$ cat src/rtl/apb_slave_mem.sv
// apb_slave_mem
//   APB3 completer backed by a small register memory. Every transfer is
//   stretched by WAIT_STATES access-phase cycles. Addresses at or above
//   MEM_DEPTH complete with pslverr=1 and leave the memory untouched.
//
// Ports
//   pclk     in   bus clock; all logic runs on its rising edge
//   presetn  in   synchronous reset, active HIGH despite the name
//   psel     in   slave select
//   penable  in   access-phase strobe
//   pwrite   in   1 = write, 0 = read
//   paddr    in   [ADDR_WIDTH-1:0] transfer address
//   pwdata   in   [DATA_WIDTH-1:0] write data
//   pready   out  registered transfer completion, one cycle per transfer
//   prdata   out  [DATA_WIDTH-1:0] registered read data, holds until next read
//   pslverr  out  registered error response, meaningful only with pready
module apb_slave_mem #(
  parameter int ADDR_WIDTH  = 8,
  parameter int DATA_WIDTH  = 8,
  parameter int MEM_DEPTH   = 64,
  parameter int WAIT_STATES = 1
) (
  input  logic                  pclk,
  input  logic                  presetn,
  input  logic                  psel,
  input  logic                  penable,
  input  logic                  pwrite,
  input  logic [ADDR_WIDTH-1:0] paddr,
  input  logic [DATA_WIDTH-1:0] pwdata,
  output logic                  pready,
  output logic [DATA_WIDTH-1:0] prdata,
  output logic                  pslverr
);

  localparam int IDX_W = (MEM_DEPTH > 1) ? $clog2(MEM_DEPTH) : 1;
  localparam logic [ADDR_WIDTH:0] DEPTH_LIM = (ADDR_WIDTH + 1)'(MEM_DEPTH);
  localparam logic [3:0] WS_LOAD = 4'(WAIT_STATES);

  typedef enum logic [1:0] {IDLE, WAIT, RESP} state_t;

  state_t state, next_state;

  logic [DATA_WIDTH-1:0] mem [MEM_DEPTH];
  logic [ADDR_WIDTH-1:0] addr_q;
  logic                  write_q;
  logic [DATA_WIDTH-1:0] wdata_q;
  logic [3:0]            cnt;

  logic                  latch_en;
  logic                  cnt_dec;
  logic                  resp_en;
  logic [ADDR_WIDTH-1:0] resp_addr;
  logic                  resp_write;

  function automatic logic in_range(input logic [ADDR_WIDTH-1:0] a);
    return ({1'b0, a} < DEPTH_LIM);
  endfunction

  always_ff @(posedge pclk) begin
    if (presetn) state <= IDLE;
    else         state <= next_state;
  end

  // With zero wait states the response is produced straight from the setup
  // phase, so the response address/direction come from the bus rather than
  // from the latches, which only update at that same edge.
  always_comb begin
    next_state = state;
    latch_en   = 1'b0;
    cnt_dec    = 1'b0;
    resp_en    = 1'b0;
    resp_addr  = addr_q;
    resp_write = write_q;
    case (state)
      IDLE: begin
        if (psel && !penable) begin
          latch_en   = 1'b1;
          resp_addr  = paddr;
          resp_write = pwrite;
          if (WAIT_STATES == 0) begin
            next_state = RESP;
            resp_en    = 1'b1;
          end else begin
            next_state = WAIT;
          end
        end
      end
      WAIT: begin
        if (!psel) begin
          next_state = IDLE;
        end else if (penable) begin
          if (cnt <= 4'd1) begin
            next_state = RESP;
            resp_en    = 1'b1;
          end else begin
            cnt_dec = 1'b1;
          end
        end
      end
      RESP:    next_state = IDLE;
      default: next_state = IDLE;
    endcase
  end

  // The write commits only at the edge that ends RESP, so an abort or a
  // reset taken in WAIT can never leave a partial write behind.
  always_ff @(posedge pclk) begin
    if (presetn) begin
      addr_q  <= '0;
      write_q <= 1'b0;
      wdata_q <= '0;
      cnt     <= '0;
      pready  <= 1'b0;
      prdata  <= '0;
      pslverr <= 1'b0;
      for (int i = 0; i < MEM_DEPTH; i++) mem[i] <= '0;
    end else begin
      if (latch_en) begin
        addr_q  <= paddr;
        write_q <= pwrite;
        wdata_q <= pwdata;
        cnt     <= WS_LOAD;
      end else if (cnt_dec) begin
        cnt <= cnt - 4'd1;
      end

      if (resp_en) begin
        pready <= 1'b1;
        if (in_range(resp_addr)) begin
          pslverr <= 1'b0;
          if (!resp_write) prdata <= mem[resp_addr[IDX_W-1:0]];
        end else begin
          pslverr <= 1'b1;
          if (!resp_write) prdata <= '0;
        end
      end else begin
        pready  <= 1'b0;
        pslverr <= 1'b0;
      end

      if (state == RESP && write_q && in_range(addr_q))
        mem[addr_q[IDX_W-1:0]] <= wdata_q;
    end
  end

endmodule

$ cat config.mk
export PLATFORM = sky130hd
export DESIGN_NAME = apb_slave_mem
export DESIGN_NICKNAME = d
export VERILOG_FILES = /design/src/rtl/apb_slave_mem.sv
export SDC_FILE = /design/constraint.sdc
export NUM_CORES = 1
export LEC_CHECK = 0
export CAP_MARGIN = 10
export CORE_ASPECT_RATIO = 1.5
export CORE_MARGIN = 4
export CORE_UTILIZATION = 45
export CTS_BUF_LIST = sky130_fd_sc_hd__clkbuf_4
export DETAILED_ROUTE_END_ITERATION = 8
export PLACE_DENSITY = 0.68
export SYNTH_ARGS = -nofsm -noshare
export SYNTH_HDL_FRONTEND = slang
export SYNTH_SLANG_ARGS = --single-unit
$ cat constraint.sdc
create_clock -name pclk -period 3.8 [get_ports pclk]
set_input_delay 0.38 -clock pclk [delete_from_list [all_inputs] [get_ports pclk]]
set_output_delay 0.38 -clock pclk [all_outputs]
set_load 0.01 [all_outputs]
== Word-level counts from Yosys, hierarchy flattened ==
Memories as Yosys holds them, arrays and structs flattened.
Cells that the tools add are included.

* Flip-flop bits (word level): 33
* Memory bits (writable): 512
* Input bits: 21
* Output and inout bits: 10
* Logic and storage cells: 66
* Memories: 1

{| class="wikitable"
|+ Memories
! memory !! depth !! width !! rd ports !! clocked after memory_dff !! write ports !! line !! source
|-
| mem || 64 || 8 || 1 || 0 || 64 || 43 || <nowiki>logic [DATA_WIDTH-1:0] mem [MEM_DEPTH];</nowiki>
|}

* Add/subtract/negate cells: 1
* Magnitude comparators: 3
* Eq/ne operators: 5
* Mux-type cells: 34
* Bitwise gates (word level): 2
* Reduce and logical (&&, ||, !) cells: 11

{| class="wikitable"
|+ Operators by type and width
! cell !! number
|-
| $mux W8 || 6
|-
| $mux W1 || 22
|-
| $lt A8 B7 Y1 const B || 2
|-
| $mux W2 || 4
|-
| $reduce_or A8 Y1 || 1
|-
| $mux W6 || 1
|-
| $ne A3 B3 Y1 const B || 2
|-
| $le A4 B1 Y1 const B || 1
|-
| $pmux W2 S2 || 1
|-
| $reduce_or A2 Y1 || 2
|-
| $sub A4 B1 Y4 const B || 1
|-
| $logic_and A1 B1 Y1 || 3
|-
| $reduce_and A3 Y1 || 1
|-
| $eq A2 B1 Y1 const B || 1
|-
| $eq A2 B2 Y1 const B || 1
|-
| $logic_not A2 Y1 || 1
|-
| $ne A2 B2 Y1 const B || 1
|-
| $not A1 Y1 || 2
|-
| $reduce_and A2 Y1 || 1
|-
| $reduce_bool A2 Y1 || 1
|-
| $logic_not A1 Y1 || 1
|}

== Depth between registers and ports, before layout ==
Gate-level depths: netlist (run 1).

* Depth after elaboration: 8
* Gate-level depth with buffers: 12
* Gate-level depth less buffers: 9

== Least setup slack after synthesis (run 1) ==
Ideal clock, no wire load.

* Path type: in2reg
* From: input port penable
* To: register prdata[5]
* Setup time: 0.137 ns
* Arrival time: 2.574 ns
* Data required time: 3.663 ns
* Setup slack: 1.089 ns
* Stages on the path: 10
* Buffers on the path: 3
* Cells stage by stage: nor4b_2 buf_6 mux2_4 buf_6 buf_6 mux2i_1 o22ai_1 or4_1 a2111oi_2 a221oi_1

* Longest elaborated chain between the ends: 7
* Elaborated cells between the ends (all ways): 15
* Those cells by class: 1 x order compare; 9 x mux; 1 x bitwise; 3 x reduce/logical; 1 x memory

{| class="wikitable"
|+ Ends and longest elaborated chain
! what !! line !! source
|-
| start, declared || 26 || <nowiki>input logic penable,</nowiki>
|-
| $logic_not A1 Y1 || 76 || <nowiki>if (psel && !penable) begin</nowiki>
|-
| $logic_and A1 B1 Y1 || 76 ||
|-
| $mux W8 || 76 ||
|-
| $mux W8 || 74 || <nowiki>case (state)</nowiki>
|-
| $mem_v2 Z64 W8 || - ||
|-
| $mux W8 || 131 || <nowiki>if (!resp_write) prdata <= mem[resp_addr[IDX_W-1:0]];</nowiki>
|-
| $mux W8 || 129 || <nowiki>if (in_range(resp_addr)) begin</nowiki>
|-
| end signal, assigned || 131 ||
|-
| end, declared || 31 || <nowiki>output logic [DATA_WIDTH-1:0] prdata,</nowiki>
|}

Several ways; a longest one is shown, not always the timed one. The select of a mux whose other input is x is not followed.
A chain may end at the register's enable or synchronous reset.

== Worst setup path after layout (run 1) ==
* From: register state[1]
* To: register prdata[1]

* Longest elaborated chain between the ends: 5
* Elaborated cells between the ends (all ways): 11
* Those cells by class: 1 x order compare; 1 x eq/ne; 5 x mux; 1 x bitwise; 2 x reduce/logical; 1 x memory

{| class="wikitable"
|+ Ends and longest elaborated chain
! what !! line !! source
|-
| start, declared || 41 || <nowiki>state_t state, next_state;</nowiki>
|-
| start signal, assigned || 61 || <nowiki>else state <= next_state;</nowiki>
|-
| $logic_not A2 Y1 || 74 ||
|-
| $mux W8 || 74 ||
|-
| $mem_v2 Z64 W8 || - ||
|-
| $mux W8 || 131 ||
|-
| $mux W8 || 129 ||
|}

Several ways; a longest one is shown, not always the timed one. The select of a mux whose other input is x is not followed.

==> out/results.tsv, run 1 <==
metric	value	unit
setup bufs post-CTS	0	
Avg Synthesized Cell Area	13.5	um2
share of cells above drive strength 1	0.197	
Yosys warning total	0	
Net Sw Power	2.98	mW
Clock Sinks	545	
synthesized instance count	1866	
number of detailed-route iterations in the first pass	6	
die area	59900	um2
CTS tree	built	
non-filler cells, final	2804	
Worst-path clk slew	0.07	ns
Final ANT Viol Nets	0	
worst stage delay on the critical path	0.53	ns
hold slack	0.0985	ns
DR vias/cell	5.76	
Tightest Hold Check Type	input pin to register	
Initial DRC Count	1888	
Hold Path Sink	wdata_q[0]	
pre-CTS worst setup slack	-0.0289	ns
Max-cap violations	0	
dpl cells	2575	
CTS buffer count	121	
R2R Setup Slk	0.52	ns
crit path kind	register to register	
Worst-Margin Slew	1.21	ns
worst skew pair latency	0.87	ns
fillers	4596	
RSZ-0062 raised after global routing	false	
Unique masters post-synth	54	
Die Wd	201	um
maximum VDD drop	0.291	mV
Pint	9.40	mW
clock skew	0.0807	ns
leakage power	10.1	nW
Final Core Density	0.514	
syn_nets	1889	
gpl congestion	0.954	
most numerous cell in the Yosys netlist	and2_1	
WL/cell	24.4	um
worst setup margin	0.517	ns
FP Rows	105	
final hold vios	0	
Final HPWL DP	47200	um
synth cell count leaders	and2_1 (513), edfxtp_1 (512), nand2_1 (124)	
Combinational Power Share	0.073	
grt ovf	0	
Power Total	12.4	mW
post-synth top area share	0.610	
min Tclk post-route	3.28	ns
worst-path cell chain	nor4b_4 > mux2_8 > buf_4 > mux2i_1 > o22ai_1 > or4_1 > a2111oi_2 > a221oi_1	
Layout Nets	2026	
htree depth	3	
Critical R2R Capture	prdata[1]	
num ports	31	
status	finished, final reports clean	
initial antenna violation count	4	
Worst Hold Depth	3	
CP Capture Type	register	
Post-synth ARST share	0	
power per cell area	438	nW/um2
Reg power frac	0.557	
IO Port Bufs	30	
register area share after synthesis	0.637	
Fin Setup TNS	0	ns
clock tree buffer depth	3	
number of buffers inserted by hold repair at cts	0	
first-pass GRT wire length	103000	um
Worst EP required	4.52	ns
largest fanout on the critical path	30	
Synth Flop Type	edfxtp_1	
post_cts resized	0	
Post-Syn Area	25200	um2
synth top area cells	edfxtp_1 (61%), and2_1 (13%), mux4_2 (6.2%), mux2i_1 (3.4%), dfxtp_1 (2.6%)	
largest net degree at the start of global routing	66	
Initial Util	0.458	
Area Overhead vs Synth	12.2	%
Switching Share	0.241	
CP max-delay cell	mux2_8	
Clk network pwr share	0.370	
number of global-route vias before repair	16600	
FF-to-FF path depth	8	
routed vias	16200	
Final Max Tran Viols	0	
core area	55000	um2
Period Utilization, post-route	0.864	
flops & latches, synth	545	
R2R Path Start	state[1]	
CP Launch Type	register	
Hold Path Origin	pwdata[0]	
Clock Tree Root	clkbuf_4	
die height	298	um
drt total wl	68600	um
Final Cell Area	28300	um2
Post-DP Area	26700	um2
relative max-transition margin	0.196	
area leader, netlist	edfxtp_1	
Highest Clock Rate	305	MHz
# setup viols final	0	
GRT Total Usage	0.227	
DRC Markers	0	
number of flops mapped to enable cells by yosys	512	
CP arrival	4.00	ns
-- cells by family after synthesis --
| kind of cell | count (synthesis) | synth area share |
|---|---|---|
| buf+inv | 141 | 0.0273 |
| simple gates | 783 | 0.177 |
| xor+xnor | 3 | 0.00104 |
| compound gates | 228 | 0.0568 |
| fa+ha+maj | 2 | 0.000993 |
| flops | 545 | 0.637 |
| mux | 164 | 0.101 |
-- power by group through the flow --
| stage | combinational [mW] | sequential [mW] | clock, mW |
|---|---|---|---|
| floorplan | 0.624 | 6.90 | 0 |
| global route | 0.953 | 6.91 | 4.98 |
| CTS | 0.895 | 6.89 | 4.67 |
| global placement | 0.878 | 7.02 | 0 |
| finish | 0.902 | 6.89 | 4.58 |
| detailed placement | 0.893 | 7.02 | 0 |
-- sequential cells by signal, indices dropped and copies added, names as in the netlist --
signal and flops:
addr_q 8, wdata_q 8, cnt 4, prdata 8, mem 512, pslverr 1
state 2, write_q 1, pready 1
-- cell type report --
cell class	instances	area, um2	area share
clock buffers	179	1340	0.0475
inverters	5	18.8	0.000664
repair buffers	150	1230	0.0434
flip-flops and latches	545	16100	0.568
diodes	5	12.5	0.000443
clock inverters	45	249	0.00881
well taps	695	870	0.0308
multi-input cells	1180	8500	0.301
-- layer usage --
layer / part of all wire / track usage
met5: 0 / 0
met4: 0.065 / 0.133
met3: 0.076 / 0.0409
met2: 0.51 / 0.395
met1: 0.35 / 0.264
-- placed cells by master (no fill, tap or decap), types with 6 or more instances in the layout --
cell / netlist / routed
o21ai_0: 64 / 64
clkdlybuf4s50_1: 0 / 30
dfxtp_1: 33 / 25
edfxtp_1: 512 / 512
o211ai_1: 15 / 15
mux4_2: 69 / 69
a211oi_1: 7 / 7
or4_1: 7 / 7
o22ai_1: 34 / 34
a2111oi_2: 7 / 7
mux2i_1: 86 / 85
and4_1: 7 / 7
nand3b_1: 9 / 9
buf_4: 4 / 118
nor3_1: 7 / 7
a22oi_1: 29 / 29
a221oi_1: 7 / 7
clkinv_2: 0 / 7
nand3_1: 6 / 6
clkinv_1: 0 / 31
clkbuf_4: 0 / 179
and2_1: 513 / 513
nor2_1: 78 / 78
nand2_1: 124 / 124
a21oi_1: 57 / 57
-- worst max-delay path by stage --
stage / start / endpoint / slack (ns)
after floorplan: penable / prdata[5] / 1.09
after global placement: psel / prdata[1] / -0.02
after detailed placement: psel / prdata[1] / -0.03
after CTS: state[1] / prdata[1] / 0.51
after global routing: state[1] / prdata[1] / 0.34
final: state[1] / prdata[1] / 0.52
-- critical path: cells and delay by family, from the launching register on --
kind                   cells  cell delay, ns
muxes                      2            1.02
buffers and inverters      1            0.29
and+or+nand+nor            2            0.97
AOI/OAI and AO/OA          3            0.52
DFF                        1            0.36
Note: power is estimated with default switching activity, not from simulation.
==> run 2, diff against run 1 <==
--- a/config.mk
+++ b/config.mk
@@ -11,6 +11,7 @@
 export CORE_UTILIZATION = 45
 export CTS_BUF_LIST = sky130_fd_sc_hd__clkbuf_4
 export DETAILED_ROUTE_END_ITERATION = 8
+export MAX_ROUTING_LAYER = met4
 export PLACE_DENSITY = 0.68
 export SYNTH_ARGS = -nofsm -noshare
 export SYNTH_HDL_FRONTEND = slang
==> out/results.tsv, run 2 (synthesized netlist as in run 1, its figures left out) <==
metric	value	unit	change
grt ovf	0		unchanged
Clock Tree Root	clkbuf_4		
Largest Register	mem		
Max-cap violations	0		unchanged
largest net degree at the start of global routing	66		unchanged
htree depth	3		unchanged
critical path depth	8		unchanged
Final Max Tran Viols	0		unchanged
CP Buf/Inv Count	1		unchanged
Worst-path clk slew	0.07	ns	about the same
most frequent cells in the layout	and2_1 (513), edfxtp_1 (512), clkbuf_4 (179)		
Period Utilization, post-route	0.872		+0.00820
Worst EP required	4.52	ns	about the same
Area Overhead vs Synth	12.2	%	unchanged
Layout Nets	2026		unchanged
largest fanout on the critical path	30		unchanged
GRT Total Usage	0.234		+0.00702
power per cell area	438	nW/um2	about the same
initial antenna violation count	4		unchanged
Initial Util	0.458		unchanged
CP Launch Type	register		
Final ANT Viol Nets	0		unchanged
num ports	31		unchanged
# setup viols final	0		unchanged
Power Total	12.4	mW	about the same
number of buffers inserted by hold repair at cts	0		unchanged
crit path kind	register to register		
Worst Hold Depth	3		unchanged
clock tree buffer depth	3		unchanged
Final Cell Area	28300	um2	unchanged
Initial DRC Count	1873		-0.79%
worst skew pair latency	0.88	ns	about the same
Final HPWL DP	47200	um	unchanged
Top Family by Delay on Critical Path	multiplexers		
setup bufs post-CTS	0		unchanged
clock skew	0.0818	ns	+0.00113 ns
Post-DP Area	26700	um2	unchanged
Clock Sinks	545		unchanged
max reg flops	512		unchanged
die area	59900	um2	unchanged
die height	298	um	unchanged
number of detailed-route iterations in the first pass	6		unchanged
Die Wd	201	um	unchanged
FF-to-FF path depth	8		unchanged
CTS tree	built		
CP max-delay cell	mux2_8		
CTS buffer count	121		unchanged
min Tclk post-route	3.31	ns	+0.0312 ns
leakage power	10.1	nW	unchanged
WL/cell	24.5	um	about the same
commonest non-fill, non-tap cell in the layout	and2_1		
CP arrival	4.03	ns	+0.03 ns
first-pass GRT wire length	103000	um	about the same
drt total wl	68600	um	about the same
gpl congestion	0.972		+1.9%
post_cts resized	0		unchanged
DRC Markers	0		unchanged
DR vias/cell	5.76		about the same
Highest Clock Rate	302	MHz	-0.94%
worst-path cell chain	nor4b_4 > mux2_8 > buf_4 > mux2i_1 > o22ai_1 > or4_1 > a2111oi_2 > a221oi_1		
IO Port Bufs	30		unchanged
share of cells above drive strength 1	0.197		unchanged
maximum VDD drop	0.291	mV	-0.17%
FP Rows	105		unchanged
number of global-route vias before repair	16600		-0.34%
core area	55000	um2	unchanged
R2R Setup Slk	0.49	ns	-0.03 ns
Tightest Hold Check Type	input pin to register		
RSZ-0062 raised after global routing	false		
final hold vios	0		unchanged
worst stage delay on the critical path	0.53	ns	about the same
routed vias	16100		-0.068%
relative max-transition margin	0.191		-0.00548
CP Capture Type	register		
Worst-Margin Slew	1.21	ns	+0.00822 ns
status	finished, final reports clean		
==> run 2: worst register-to-register path: stages, from the launching register on <==
cell       delay, ns
dfxtp_1         0.36
nor4b_4         0.51
mux2_8          0.53
buf_4           0.31
mux2i_1         0.51
o22ai_1         0.16
or4_1           0.46
a2111oi_2       0.24
a221oi_1        0.12
==> run 2: final cells by class <==
| class | count | area [um2] |
|---|---|---|
| Antenna cell | 5 | 12.5 |
| Clock buffer | 179 | 1340 |
| Clock inverter | 45 | 249 |
| Fill cell | 4597 | 26800 |
| Inverter | 5 | 18.8 |
| Multi-Input combinational cell | 1180 | 8500 |
| Sequential cell | 545 | 16100 |
| Tap cell | 695 | 870 |
| Timing Repair Buffer | 150 | 1230 |
==> run 2: layer usage <==
layer  track usage  share of wire
met2         0.393           0.51
met5             -              0
met1         0.264           0.35
met4         0.137          0.065
met3        0.0419          0.077
==> run 2: final timing paths <==
check,start,endpoint
max reg2reg,state[1],prdata[1]
max,state[1],prdata[1]
min reg2reg,addr_q[6],addr_q[6]
min,pwdata[0],wdata_q[0]
==> run 2: metrics by stage <==
step                      setup slack (ns)  utilization  TNS (ns)  std cells  hold WS (ns)
after floorplan                       1.09            -         0       1866         0.445
after global routing                 0.336        0.514         0       2804        0.0368
after CTS                            0.507        0.513         0       2799        0.0293
after global placement             -0.0175        0.484   -0.0175       2575         0.457
after detailed placement           -0.0289        0.484   -0.0289       2575         0.464
final                                0.485        0.514         0       2804        0.0957
==> run 2: report_power, final <==
part	total, mW	switching (mW)	internal (mW)
logic	0.903	0.540	0.364
clock network	4.58	2.28	2.30
registers	6.89	0.157	6.73
